<file path="config.mk">
export PLATFORM = sky130hd
export DESIGN_NAME = exhaustive_sweep
export DESIGN_NICKNAME = d
export VERILOG_FILES = /design/src/rtl/exhaustive_sweep.sv
export SDC_FILE = /design/constraint.sdc
export NUM_CORES = 1
export LEC_CHECK = 0
export ABC_AREA = 0
export ABC_CLOCK_PERIOD_IN_PS = 3100
export CORE_MARGIN = 2
export CORE_UTILIZATION = 35
export CTS_CLUSTER_DIAMETER = 60
export DETAILED_ROUTE_END_ITERATION = 7
export PLACE_DENSITY_LB_ADDON = 0.08
export RECOVER_POWER = 100
export SLEW_MARGIN = 30
export SYNTH_ARGS = -nofsm -noshare
export SYNTH_HDL_FRONTEND = slang
export SYNTH_SLANG_ARGS = --single-unit
</file>
<file path="constraint.sdc">
create_clock -name clk_i -period 3.1 [get_ports clk_i]
set_clock_uncertainty 0.15 [all_clocks]
set_input_delay 0.62 -clock clk_i [delete_from_list [all_inputs] [get_ports clk_i]]
set_output_delay 0.62 -clock clk_i [all_outputs]
set_load 0.01 [all_outputs]
</file>
<file path="src/rtl/exhaustive_sweep.sv">
// Truth-table sweeper: applies every N_IN-bit vector, waits SETTLE extra cycles, samples f and
// compares against a latched expected table. Define SWEEP_GRAY_EN for reflected Gray vector order.
module exhaustive_sweep #(
    parameter int N_IN   = 4,
    parameter int SETTLE = 1
) (
    input  logic                   clk_i,
    input  logic                   rst_n_i,
    input  logic                   start_i,
    input  logic [(1<<N_IN)-1:0]   expected_i,
    input  logic                   f_i,
    output logic [N_IN-1:0]        vec_o,
    output logic                   busy_o,
    output logic                   done_o,
    output logic [(1<<N_IN)-1:0]   table_o,
    output logic                   pass_o,
    output logic [N_IN:0]          err_count_o
);

    // state  | meaning
    // IDLE   | waiting for start, results of last sweep held
    // HOLD   | vector applied, counting settle cycles, sample on terminal count
    // FINISH | one-cycle done pulse, pass valid
    typedef enum logic [1:0] {IDLE, HOLD, FINISH} state_t;

    localparam int NV = 1 << N_IN;

    state_t            state_q, state_d;
    logic [N_IN-1:0]   idx_q, idx_d;
    logic [3:0]        hold_q, hold_d;
    logic [NV-1:0]     exp_q, exp_d;
    logic [NV-1:0]     table_q, table_d;
    logic [N_IN:0]     err_q, err_d;
    logic              pass_q, pass_d;
    logic [N_IN-1:0]   vec_cur;
    logic [N_IN:0]     err_nxt;

    // idx_q always counts in binary; the applied vector is derived from it.
`ifdef SWEEP_GRAY_EN
    assign vec_cur = idx_q ^ (idx_q >> 1);
`else
    assign vec_cur = idx_q;
`endif

    always_ff @(posedge clk_i) begin
        if (!rst_n_i) begin
            state_q <= IDLE;
            idx_q   <= '0;
            hold_q  <= '0;
            exp_q   <= '0;
            table_q <= '0;
            err_q   <= '0;
            pass_q  <= 1'b0;
        end else begin
            state_q <= state_d;
            idx_q   <= idx_d;
            hold_q  <= hold_d;
            exp_q   <= exp_d;
            table_q <= table_d;
            err_q   <= err_d;
            pass_q  <= pass_d;
        end
    end

    always_comb begin
        state_d = state_q;
        idx_d   = idx_q;
        hold_d  = hold_q;
        exp_d   = exp_q;
        table_d = table_q;
        err_d   = err_q;
        pass_d  = pass_q;
        err_nxt = err_q;

        // An X/Z on f fails the equality and lands in the mismatch branch.
        if (f_i == exp_q[vec_cur]) begin
            err_nxt = err_q;
        end else begin
            err_nxt = err_q + 1'b1;
        end

        unique case (state_q)
            IDLE: begin
                if (start_i) begin
                    exp_d   = expected_i;
                    table_d = '0;
                    err_d   = '0;
                    pass_d  = 1'b0;
                    idx_d   = '0;
                    hold_d  = 4'(SETTLE);
                    state_d = HOLD;
                end
            end
            HOLD: begin
                if (hold_q != 4'd0) begin
                    hold_d = hold_q - 1'b1;
                end else begin
                    table_d[vec_cur] = f_i;
                    err_d            = err_nxt;
                    if (idx_q == {N_IN{1'b1}}) begin
                        pass_d  = (err_nxt == '0);
                        state_d = FINISH;
                    end else begin
                        idx_d  = idx_q + 1'b1;
                        hold_d = 4'(SETTLE);
                    end
                end
            end
            FINISH: begin
                state_d = IDLE;
            end
            default: begin
                state_d = IDLE;
            end
        endcase
    end

    assign vec_o       = vec_cur;
    assign busy_o      = (state_q == HOLD);
    assign done_o      = (state_q == FINISH);
    assign table_o     = table_q;
    assign pass_o      = pass_q;
    assign err_count_o = err_q;

endmodule

</file>
==> results.cfg <==
[floorplanning]
floorplan.die_area_mm2 = 0.00749
floorplan.io_pins = 48
placement_rows = 30
core_area_mm2 = 0.00668
chipHeight_um = 86.5
chipWidth_um = 86.5
initial_utilization = 0.357

[sta]
timing_max_transition_violations_final = 0
setup_total_negative_slack_ns = 0
hold_viol_final = 0
finalCritPeriodShare = 0.898
clock.fmax_mhz = 359
postLayoutSetupSlackWorst_ns = 0.315
timing.final.setup_violations = 0
relSlewSlack = 0.241
timing_worst_slew_pin_value_ns = 1.14
rsz_0062_raised_after_global_routing = false
clock_period_minus_worst_slack_ns = 2.78

[clock_network]
cts.repair_timing.setup_buffer_count = 0
total_clock_buffers_created_by_cts = 5
cts_root_buffer = sky130_fd_sc_hd__clkbuf_8
clock_sink_count = 48
cts-root-to-sink-buffers = 2
clock_pin_slew_on_the_worst_setup_and_hold_paths_ns = 0.10
post_cts_resize_count = 0
clk-insertion-delay-late_ns = 0.31
postCtsHoldBufs = 0
cts.htree.levels = 2
clock_tree_from_tritoncts = built

[worst_setup_path]
reg2reg_to = err_count_o[2]
critPathKind = register to register
cp_depth = 6
critPathLaunch = vec_o[1]
reg2reg_slack_ns = 0.32
crit_path_end = err_count_o[2]
path_cells = mux4_1 -> mux4_2 -> xnor2_4 -> or2b_2 -> a211o_1 -> o211a_1
start_kind = register
r2r-start = vec_o[1]
critPathRequiredTime_ns = 3.15
endpoint_kind = register
critical_path.n_buffers_inverters = 0
timing.critical_path.slowest_cell_delay_ns = 0.58
path_max_fanout = 10
reg2reg_depth = 6
critical_path_arrival_ns = 2.83
critPathTopFamily = multiplexers
critPathSlowestCell = sky130_fd_sc_hd__mux4_1

[global_routing]
grt_pass1_wl_mm = 9.51
globalRoute.totalOverflow = 0
number_of_antenna_violations_at_the_first_check_in_global_routing = 0
grt_pass1_vias = 1950
grt_max_degree = 39
global_route.usage.total = 0.160

[yosys]
ys_warn_count = 0
yosys.area.top_type_share = 0.403
share_of_the_yosys_chip_area_belonging_to_registers = 0.403
syn_nets = 321
post_synth_inst_count = 294
synth_cell_type_count = 40
yosysTopAreaCell = sky130_fd_sc_hd__dfxtp_1
netlist_area_before_placement_mm2 = 0.00238
yosys_register_bits = 48
synthTopCellsByArea = sky130_fd_sc_hd__dfxtp_1, sky130_fd_sc_hd__a21oi_1, sky130_fd_sc_hd__nand2_1
post_synth.cell_area_avg_um2 = 8.11

[worst_hold_path]
hold_path.startpoint = exp_q[3]
min-delay-path-class = register to register

[placed_design]
port_buffers = 47
hpwl_mm = 3.98
gp_congestion = 0.717
instance_area_at_placement_mm2 = 0.00291
pre_cts_setup_slack_ns = 0.339

[route]
ant_nets = 0
avgViaCountPerCell = 5.33
totalWireLength_mm = 5.89
remaining_drc_errors = 0
num_vias = 2195
post_drt_wl_per_cell_um = 14.3
detail_route.first_pass.iterations = 4
drtIter0Drc = 72

[final_layout]
final_antenna_diode_count = 0
synthToLayoutAreaGrowth_pct = 25.6
layout_commonest_cell = sky130_fd_sc_hd__a21oi_1
layout_common_cells = sky130_fd_sc_hd__a21oi_1, sky130_fd_sc_hd__dfxtp_1, sky130_fd_sc_hd__nand2_1, sky130_fd_sc_hd__dlygate4sd3_1, sky130_fd_sc_hd__o21ai_0
fin_nets = 358
layout.cell_area.non_filler_mm2 = 0.00299
drive_gt1_frac = 0.0693
filler_cell_count = 705

[power_and_ir_drop]
areal_power_density_over_the_cells_mw_per_mm2 = 450
leakage_nw = 1.16
largest_vdd_supply_drop_mv = 0.168

[job]
cap_viol_max_count = 0

[status]
result_of_the_run = finished, final reports clean
worst reg2reg max path: stages, from the launching register on:
cell and delay, ns:
sky130_fd_sc_hd__dfxtp_1 0.47, sky130_fd_sc_hd__mux4_1 0.58, sky130_fd_sc_hd__mux4_2 0.53, sky130_fd_sc_hd__xnor2_4 0.20, sky130_fd_sc_hd__or2b_2 0.33, sky130_fd_sc_hd__a211o_1 0.29
sky130_fd_sc_hd__o211a_1 0.12
cell families (layout without fill, tap and decap cells):
group,Yosys count,after routing,share of synthesized area
buf+inv,32,70,0.0567
mux,6,6,0.0562
xor+xnor,6,6,0.0299
flops,48,48,0.403
fa+ha+maj,7,7,0.0367
simple gates,107,107,0.222
compound gates,88,88,0.195
synth_stat cells, drive strengths merged:
cell / instances
nor4: 4
or3b: 1
nand3: 9
o211ai: 3
xor2: 3
or4b: 1
nand2b: 3
xnor2: 3
o211a: 1
a211o: 1
nand2: 39
a21oi: 57
inv: 8
nor3b: 2
clkbuf: 21
and2: 5
dfxtp: 48
or2: 2
nand3b: 1
buf: 3
nor3: 3
or2b: 1
a211oi: 2
mux4: 5
nand4: 12
nor2: 20
or3: 1
ha: 7
o21ai: 24
mux2i: 1
nor2b: 3
layout make-up:
| class | instances | area [µm²] | share of cell area |
|---|---|---|---|
| Clock buffer | 6 | 82.6 | 0.0276 |
| Inverter | 8 | 30.0 | 0.0100 |
| Multi-Input combinational cell | 214 | 1280 | 0.429 |
| Timing Repair Buffer | 54 | 519 | 0.173 |
| Clock inverter | 2 | 15.0 | 0.00502 |
| Sequential cell | 48 | 961 | 0.321 |
| Tap cell | 80 | 100 | 0.0334 |
power by group:
part | switching (mW) | internal [mW]
clock | 0.227 | 0.181
combinational | 0.164 | 0.106
sequential | 0.0243 | 0.644
total | 0.414 | 0.931
layer usage:
layer,GRT usage,up-vias,wire length (µm)
li1,-,1104,-
met1,0.211,1034,2850
met3,0.0333,7,231
met2,0.262,50,2730
met4,0.0511,0,77
met5,0,-,0
state kept, by name (all words and copies together) (netlist names):
register and flops:
vec_o 4, state_q 2, exp_q 16, pass_o 1
table_o 16, hold_q 4, err_count_o 5
per-stage QoR:
stage / hold slack (ns) / std cells / power (mW) / util
after CTS: 0.316 / 412 / 1.37 / 0.450
after floorplan: 0.282 / 294 / 0.863 / -
after detailed placement: 0.301 / 404 / 0.960 / 0.435
after global placement: 0.298 / 404 / 0.958 / 0.435
after global routing: 0.337 / 412 / 1.42 / 0.448
final: 0.310 / 412 / 1.35 / 0.448
worst min path at each step:
stage          slack [ns]  depth (start not counted)   endpoint
2_1_floorplan        0.28                          2  exp_q[11]
3_3_place_gp         0.30                          2  exp_q[15]
3_5_place_dp         0.30                          2   exp_q[3]
4_1_cts              0.32                          2   exp_q[3]
5_1_grt              0.34                          2   exp_q[7]
6_report             0.31                          2   exp_q[3]
(Power assumes the default switching activity.)
